<file path="src/rtl/alu_pkg.sv">
// Shared op-class, funct and ALU op-code definitions
// for the issue/ALU slice.
package alu_pkg;

  typedef enum logic [1:0] {
    CLS_ADD   = 2'b00,
    CLS_SUB   = 2'b01,
    CLS_RTYPE = 2'b10,
    CLS_RSVD  = 2'b11
  } op_class_e;

  localparam logic [5:0] FUNCT_ADD = 6'b100000;
  localparam logic [5:0] FUNCT_SUB = 6'b100010;
  localparam logic [5:0] FUNCT_AND = 6'b100100;
  localparam logic [5:0] FUNCT_OR  = 6'b100101;
  localparam logic [5:0] FUNCT_NOR = 6'b100111;
  localparam logic [5:0] FUNCT_SLT = 6'b101010;

  typedef enum logic [3:0] {
    ALU_AND     = 4'b0000,
    ALU_OR      = 4'b0001,
    ALU_ADD     = 4'b0010,
    ALU_SUB     = 4'b0110,
    ALU_SLT     = 4'b0111,
    ALU_NOR     = 4'b1100,
    ALU_ILLEGAL = 4'b1111
  } alu_op_e;

endpackage

</file>
<file path="src/rtl/alu.sv">
// Combinational ALU: logic ops, add/sub with signed
// overflow, signed set-less-than.
module alu
  import alu_pkg::*;
#(
  parameter int DWIDTH = 32
) (
  input  alu_op_e           op,
  input  logic [DWIDTH-1:0] a,
  input  logic [DWIDTH-1:0] b,
  output logic [DWIDTH-1:0] rd,
  output logic              zero,
  output logic              overflow
);

  localparam int M = DWIDTH - 1;

  logic [DWIDTH-1:0] sum;
  logic [DWIDTH-1:0] diff;
  logic              lt;

  assign sum  = a + b;
  assign diff = a - b;
  assign lt   = $signed(a) < $signed(b);

  always_comb begin
    rd       = '0;
    overflow = 1'b0;
    unique case (op)
      ALU_AND: rd = a & b;
      ALU_OR:  rd = a | b;
      ALU_NOR: rd = ~(a | b);
      ALU_SLT: rd = {{M{1'b0}}, lt};
      ALU_ADD: begin
        rd       = sum;
        overflow = (a[M] == b[M]) &&
                   (sum[M] != a[M]);
      end
      ALU_SUB: begin
        rd       = diff;
        overflow = (a[M] != b[M]) &&
                   (diff[M] != a[M]);
      end
      default: rd = '0;
    endcase
    // an illegal op never reports zero
    zero = (op != ALU_ILLEGAL) && (rd == '0);
  end

endmodule

</file>
<file path="src/rtl/alu_ctrl.sv">
// Decodes op class + funct into the 4-bit ALU op
// and an illegal flag.
module alu_ctrl
  import alu_pkg::*;
(
  input  logic [1:0] op_class,
  input  logic [5:0] funct,
  output alu_op_e    op,
  output logic       illegal
);

  alu_op_e rop;

  always_comb begin
    rop = ALU_ILLEGAL;
    unique case (funct)
      FUNCT_ADD: rop = ALU_ADD;
      FUNCT_SUB: rop = ALU_SUB;
      FUNCT_AND: rop = ALU_AND;
      FUNCT_OR:  rop = ALU_OR;
      FUNCT_NOR: rop = ALU_NOR;
      FUNCT_SLT: rop = ALU_SLT;
      default:   rop = ALU_ILLEGAL;
    endcase
  end

  always_comb begin
    op = ALU_ILLEGAL;
    unique case (1'b1)
      op_class == CLS_ADD:   op = ALU_ADD;
      op_class == CLS_SUB:   op = ALU_SUB;
      op_class == CLS_RTYPE: op = rop;
      default:               op = ALU_ILLEGAL;
    endcase
    illegal = (op == ALU_ILLEGAL);
  end

endmodule

</file>
<file path="src/rtl/alu_issue.sv">
// Two-stage issue (E) / writeback (W) wrapper around
// alu with valid/ready on both sides.
module alu_issue
  import alu_pkg::*;
#(
  parameter int DWIDTH = 32,
  parameter int TAGW   = 5
) (
  input  logic              clk,
  input  logic              rst,
  input  logic              in_valid,
  output logic              in_ready,
  input  logic [1:0]        in_alu_op_class,
  input  logic [5:0]        in_funct,
  input  logic [DWIDTH-1:0] in_a,
  input  logic [DWIDTH-1:0] in_b,
  input  logic [TAGW-1:0]   in_tag,
  output logic              out_valid,
  input  logic              out_ready,
  output logic [DWIDTH-1:0] out_result,
  output logic              out_zero,
  output logic              out_ovf,
  output logic              out_illegal,
  output logic [TAGW-1:0]   out_tag,
  output logic              ovf_sticky,
  input  logic              ovf_clr,
  output logic [15:0]       done_cnt
);

  logic              e_valid;
  alu_op_e           e_op;
  logic [DWIDTH-1:0] e_a;
  logic [DWIDTH-1:0] e_b;
  logic [TAGW-1:0]   e_tag;
  logic              e_illegal;

  alu_op_e           d_op;
  logic              d_illegal;
  logic [DWIDTH-1:0] x_rd;
  logic              x_zero;
  logic              x_ovf;

  logic e_load;
  logic w_load;
  logic deliver;

  assign in_ready = !e_valid || !out_valid ||
                    out_ready;
  assign e_load   = in_valid && in_ready;
  assign w_load   = e_valid &&
                    (!out_valid || out_ready);
  assign deliver  = out_valid && out_ready;

  alu_ctrl u_ctrl (
    .op_class (in_alu_op_class),
    .funct    (in_funct),
    .op       (d_op),
    .illegal  (d_illegal)
  );

  alu #(.DWIDTH(DWIDTH)) u_alu (
    .op       (e_op),
    .a        (e_a),
    .b        (e_b),
    .rd       (x_rd),
    .zero     (x_zero),
    .overflow (x_ovf)
  );

  always_ff @(posedge clk) begin
    if (rst) begin
      e_valid   <= 1'b0;
      e_op      <= ALU_AND;
      e_a       <= '0;
      e_b       <= '0;
      e_tag     <= '0;
      e_illegal <= 1'b0;
    end else if (e_load) begin
      e_valid   <= 1'b1;
      e_op      <= d_op;
      e_a       <= in_a;
      e_b       <= in_b;
      e_tag     <= in_tag;
      e_illegal <= d_illegal;
    end else if (w_load) begin
      e_valid   <= 1'b0;
    end
  end

  always_ff @(posedge clk) begin
    if (rst) begin
      out_valid   <= 1'b0;
      out_result  <= '0;
      out_zero    <= 1'b0;
      out_ovf     <= 1'b0;
      out_illegal <= 1'b0;
      out_tag     <= '0;
    end else if (w_load) begin
      out_valid   <= 1'b1;
      out_result  <= x_rd;
      out_zero    <= x_zero;
      out_ovf     <= x_ovf && !e_illegal;
      out_illegal <= e_illegal;
      out_tag     <= e_tag;
    end else if (out_ready) begin
      out_valid   <= 1'b0;
    end
  end

  // a delivered overflow beats a same-cycle clear
  always_ff @(posedge clk) begin
    if (rst) begin
      ovf_sticky <= 1'b0;
      done_cnt   <= '0;
    end else begin
      if (deliver && out_ovf) begin
        ovf_sticky <= 1'b1;
      end else if (ovf_clr) begin
        ovf_sticky <= 1'b0;
      end
      if (deliver) begin
        done_cnt <= done_cnt + 16'd1;
      end
    end
  end

endmodule

</file>
<file path="config.mk">
export PLATFORM = sky130hd
export DESIGN_NAME = alu_issue
export DESIGN_NICKNAME = d
export VERILOG_FILES = /design/src/rtl/alu_pkg.sv /design/src/rtl/alu.sv /design/src/rtl/alu_ctrl.sv /design/src/rtl/alu_issue.sv
export SDC_FILE = /design/constraint.sdc
export NUM_CORES = 1
export LEC_CHECK = 0
export ABC_CLOCK_PERIOD_IN_PS = 10900
export CELL_PAD_IN_SITES_DETAIL_PLACEMENT = 1
export CELL_PAD_IN_SITES_GLOBAL_PLACEMENT = 1
export CORE_ASPECT_RATIO = 0.75
export CORE_MARGIN = 4
export CORE_UTILIZATION = 43
export DETAILED_ROUTE_END_ITERATION = 16
export GPL_TIMING_DRIVEN = 0
export MAX_ROUTING_LAYER = met4
export PLACE_DENSITY_LB_ADDON = 0.12
export RECOVER_POWER = 100
export SYNTH_ARGS = -nofsm -noshare
export SYNTH_HDL_FRONTEND = slang
export SYNTH_SLANG_ARGS = --single-unit
export TNS_END_PERCENT = 10
</file>
<file path="constraint.sdc">
create_clock -name clk -period 10.9 [get_ports clk]
set_clock_uncertainty 0.05 [all_clocks]
set_input_delay 3.27 -clock clk [delete_from_list [all_inputs] [get_ports clk]]
set_output_delay 3.27 -clock clk [all_outputs]
set_load 0.05 [all_outputs]
</file>
==> flow_metrics.py <==
metrics = {
    "status": {
        "status": "finished clean",
    },
    "floorplan": {
        "core-area_sq_mm": 0.0232,
        "die_w_microns": 186,
        "io_pins": 141,
        "start_util_pct": 44.1,
        "die-area_sq_mm": 0.0263,
        "chipHeight_microns": 142,
        "rows": 48,
    },
    "clock_network": {
        "cts-resized-gates": 0,
        "post_cts_buffers": 0,
        "cts_tree": "built",
        "clkLatencyLatePin_ps": 460,
        "ctsHoldBuffers": 0,
        "h-tree-depth": 4,
        "cts_made_buffers": 17,
        "path_clk_slew_ps": 70,
        "clockBufferDepth": 2,
        "cts_sinks": 133,
        "cts_root_buffer": "clkbuf_16",
    },
    "logic_synthesis": {
        "ys_async_sr_fraction_pct": 0,
        "synthCells": 1406,
        "synth_warnings": 0,
        "ys_seq_elements": 133,
        "ys_types": 77,
        "netlist_area_sq_mm": 0.0102,
        "synthFlopType": "dfxtp_1",
        "syn_nets": 1592,
        "ys_seq_area_share_pct": 26.0,
        "synth_edf_count": 0,
        "syn_area_per_cell_sq_um": 7.27,
    },
    "global_route": {
        "grt_pass1_vias": 11900,
        "grt-busiest-layer": "met2",
        "grt_use_total_pct": 36.2,
        "grt_max_degree": 17,
        "grt_use_met2_pct": 53.9,
        "grtUsageMet3_pct": 7.18,
        "grt_pass1_wl_microns": 71300,
        "grtUsageMet1_pct": 50.4,
        "antenna_found_initial": 1,
        "grt.overflow.total": 0,
    },
    "final_layout": {
        "drive_gt1_share_pct": 3.61,
        "num-fill-cells": 2942,
        "seqCellArea_sq_mm": 0.00266,
        "final_cell_mix": "218 x nand2_1, 154 x a21oi_1, 133 x dfxtp_1",
        "mostFrequentLayoutCell": "nand2_1",
        "nets": 1752,
        "layoutNonFillerInstCount": 1881,
        "syn_to_final_growth_pct": 23.0,
        "multiInputGateArea_sq_mm": 0.00682,
    },
    "route": {
        "drt_wl_total_microns": 47100,
        "vias_per_cell": 6.29,
        "postRouteAntennaNets": 0,
        "wl_per_cell_microns": 25.0,
        "dr.pass1.iters": 5,
        "first_iter_violations": 1229,
        "dr_total_vias": 11800,
        "drc": 0,
    },
    "setup_path": {
        "critPathBufInv": 2,
        "critPathMaxFanout": 5,
        "cp-startpoint": "out_ready",
        "crit_chain": "dlygate4sd3_1 -> nor2b_1 -> nand2_1 -> dlygate4sd3_1",
        "r2r-start": "e_op[2]$_SDFFE_PP0P_",
        "rrSetupSlack_ps": 5910,
        "cp_common_cell": "dlygate4sd3_1",
        "required_ps": 7580,
        "endpoint": "in_ready",
        "cpLargestDelayFamily": "buffers and inverters",
        "reg2regPathDepth": 11,
        "arrival_ps": 5170,
        "path_class": "in2out",
        "critPathSlowestCell": "dlygate4sd3_1",
        "startpoint_type": "input port",
        "reg2reg_to": "out_zero$_SDFFE_PP0P_",
        "slowest_delay_ps": 810,
        "cp_num_cells": 4,
        "end_kind": "primary output",
    },
    "place": {
        "dpl.cell_count": 1846,
        "io_buffers": 139,
        "gp_congestion": 1.02,
        "dp_hpwl_microns": 35400,
    },
    "power_and_ir_drop": {
        "p_total_uw": 1600,
        "power_density_mw_per_mm2": 127,
        "vdd_ir_drop_max_v": 0.000118,
        "p_leak_uw": 0.00504,
    },
    "timing": {
        "finalSetupTns_ps": 0,
        "hold_viol": 0,
        "finalCritPeriodShare_pct": 77.9,
        "layout_min_cycle_time_ps": 8490,
        "rsz0062_at_grt": "false",
        "slew_viol_final": 0,
        "worst_pin_slew_ps": 1230,
        "fmax_mhz": 118,
        "relSlewSlack_pct": 18.1,
        "setup_viol": 0,
    },
    "min_path": {
        "hold_class": "reg2reg",
    },
    "flow_run": {
        "max-cap-violations": 0,
    },
}
## tightest hold or removal path, delay by kind of cell, from the launching register on
kind             cells  cell delay [ps]
AND/OR/NAND/NOR      1               50
flip-flops           1              310
AO/OA/AOI/OAI        1               50
## final cells by class
| cell class | count | share of cell area [%] |
|---|---|---|
| Sequential cell | 133 | 21.2 |
| Antenna cell | 2 | 0.0398 |
| Clock buffer | 18 | 3.41 |
| Clock inverter | 14 | 1.05 |
| Timing Repair Buffer | 141 | 11.2 |
| Multi-Input combinational cell | 1075 | 54.2 |
| Inverter | 104 | 3.11 |
| Tap cell | 300 | 2.99 |
| Buffer | 94 | 2.82 |
## per-stage QoR
stage | cell area (sq um) | util, % | setup WS (ps) | hold WS [ps]
after global placement | 12000 | 51.7 | 2750 | 389
after floorplan | 10200 | - | 3750 | 382
after global routing | 12600 | 54.2 | 2320 | 431
after detailed placement | 12000 | 51.8 | 2670 | 404
after CTS | 12600 | 54.2 | 2600 | 413
final | 12600 | 54.2 | 2410 | 413
## state kept, by name, summed over array words and instances, names as in the netlist
| signal | flops |
|---|---|
| e_a | 32 |
| e_b | 32 |
| out_result | 32 |
| done_cnt | 16 |
| e_tag | 5 |
| out_tag | 5 |
| e_op | 4 |
| e_illegal | 1 |
| e_valid | 1 |
| out_illegal | 1 |
| out_ovf | 1 |
| out_valid | 1 |
| out_zero | 1 |
| ovf_sticky | 1 |
## logic make-up after synthesis
logic type      after synthesis  share of synthesized area [%]
simple gates                527                           23.7
mux                          13                           1.28
xor+xnor                     29                           2.48
compound gates              402                           26.4
fa+ha+maj                   104                           12.9
buf+inv                     198                           7.28
flops                       133                           26.0
## metal layers
metal	vias up	wire (microns)
met5	-	0
met2	597	20300
met4	0	1220
met1	5842	21200
li1	5302	-
met3	91	4320
## cell usage after synthesis, types with 11 or more instances
cell,n,share of area (%)
nand2_1,218,8.0
a21oi_1,154,7.5
dfxtp_1,133,26
nor2_1,122,4.5
ha_1,102,12
inv_1,102,3.7
clkbuf_1,77,2.8
o21ai_0,36,1.8
nand3_1,33,1.6
a211oi_1,32,2.3
nor3_1,32,1.6
xnor2_1,18,1.5
a221oi_1,17,1.5
buf_1,16,0.59
nor4_1,16,0.98
a221o_1,15,1.5
and2_1,15,0.92
nand2b_1,15,0.92
o211ai_1,15,1.1
o31ai_1,15,1.1
nand4_1,14,0.86
nor2b_1,14,0.86
a31oi_1,13,0.80
and3_1,13,0.80
mux2i_1,12,1.2
xor2_1,11,0.94
## worst min path at each step
| stage | startpoint | to | slack [ps] | depth (start not counted) |
|---|---|---|---|---|
| 2_1_floorplan | e_tag[0]$_SDFFE_PP0P_ | out_tag[0]$_SDFFE_PP0P_ | 380 | 2 |
| 3_3_place_gp | e_tag[3]$_SDFFE_PP0P_ | out_tag[3]$_SDFFE_PP0P_ | 390 | 2 |
| 3_5_place_dp | e_tag[3]$_SDFFE_PP0P_ | e_tag[3]$_SDFFE_PP0P_ | 400 | 2 |
| 4_1_cts | e_tag[3]$_SDFFE_PP0P_ | e_tag[3]$_SDFFE_PP0P_ | 410 | 2 |
| 5_1_grt | e_tag[3]$_SDFFE_PP0P_ | e_tag[3]$_SDFFE_PP0P_ | 430 | 2 |
| 6_report | e_tag[3]$_SDFFE_PP0P_ | e_tag[3]$_SDFFE_PP0P_ | 410 | 2 |
## where the power goes
part           switching (uW)  leakage [uW]  internal (uW)
clock network             278      0.000272            302
registers                23.3       0.00109            511
logic                     325       0.00368            162
Power figures use the tool's default switching activity.
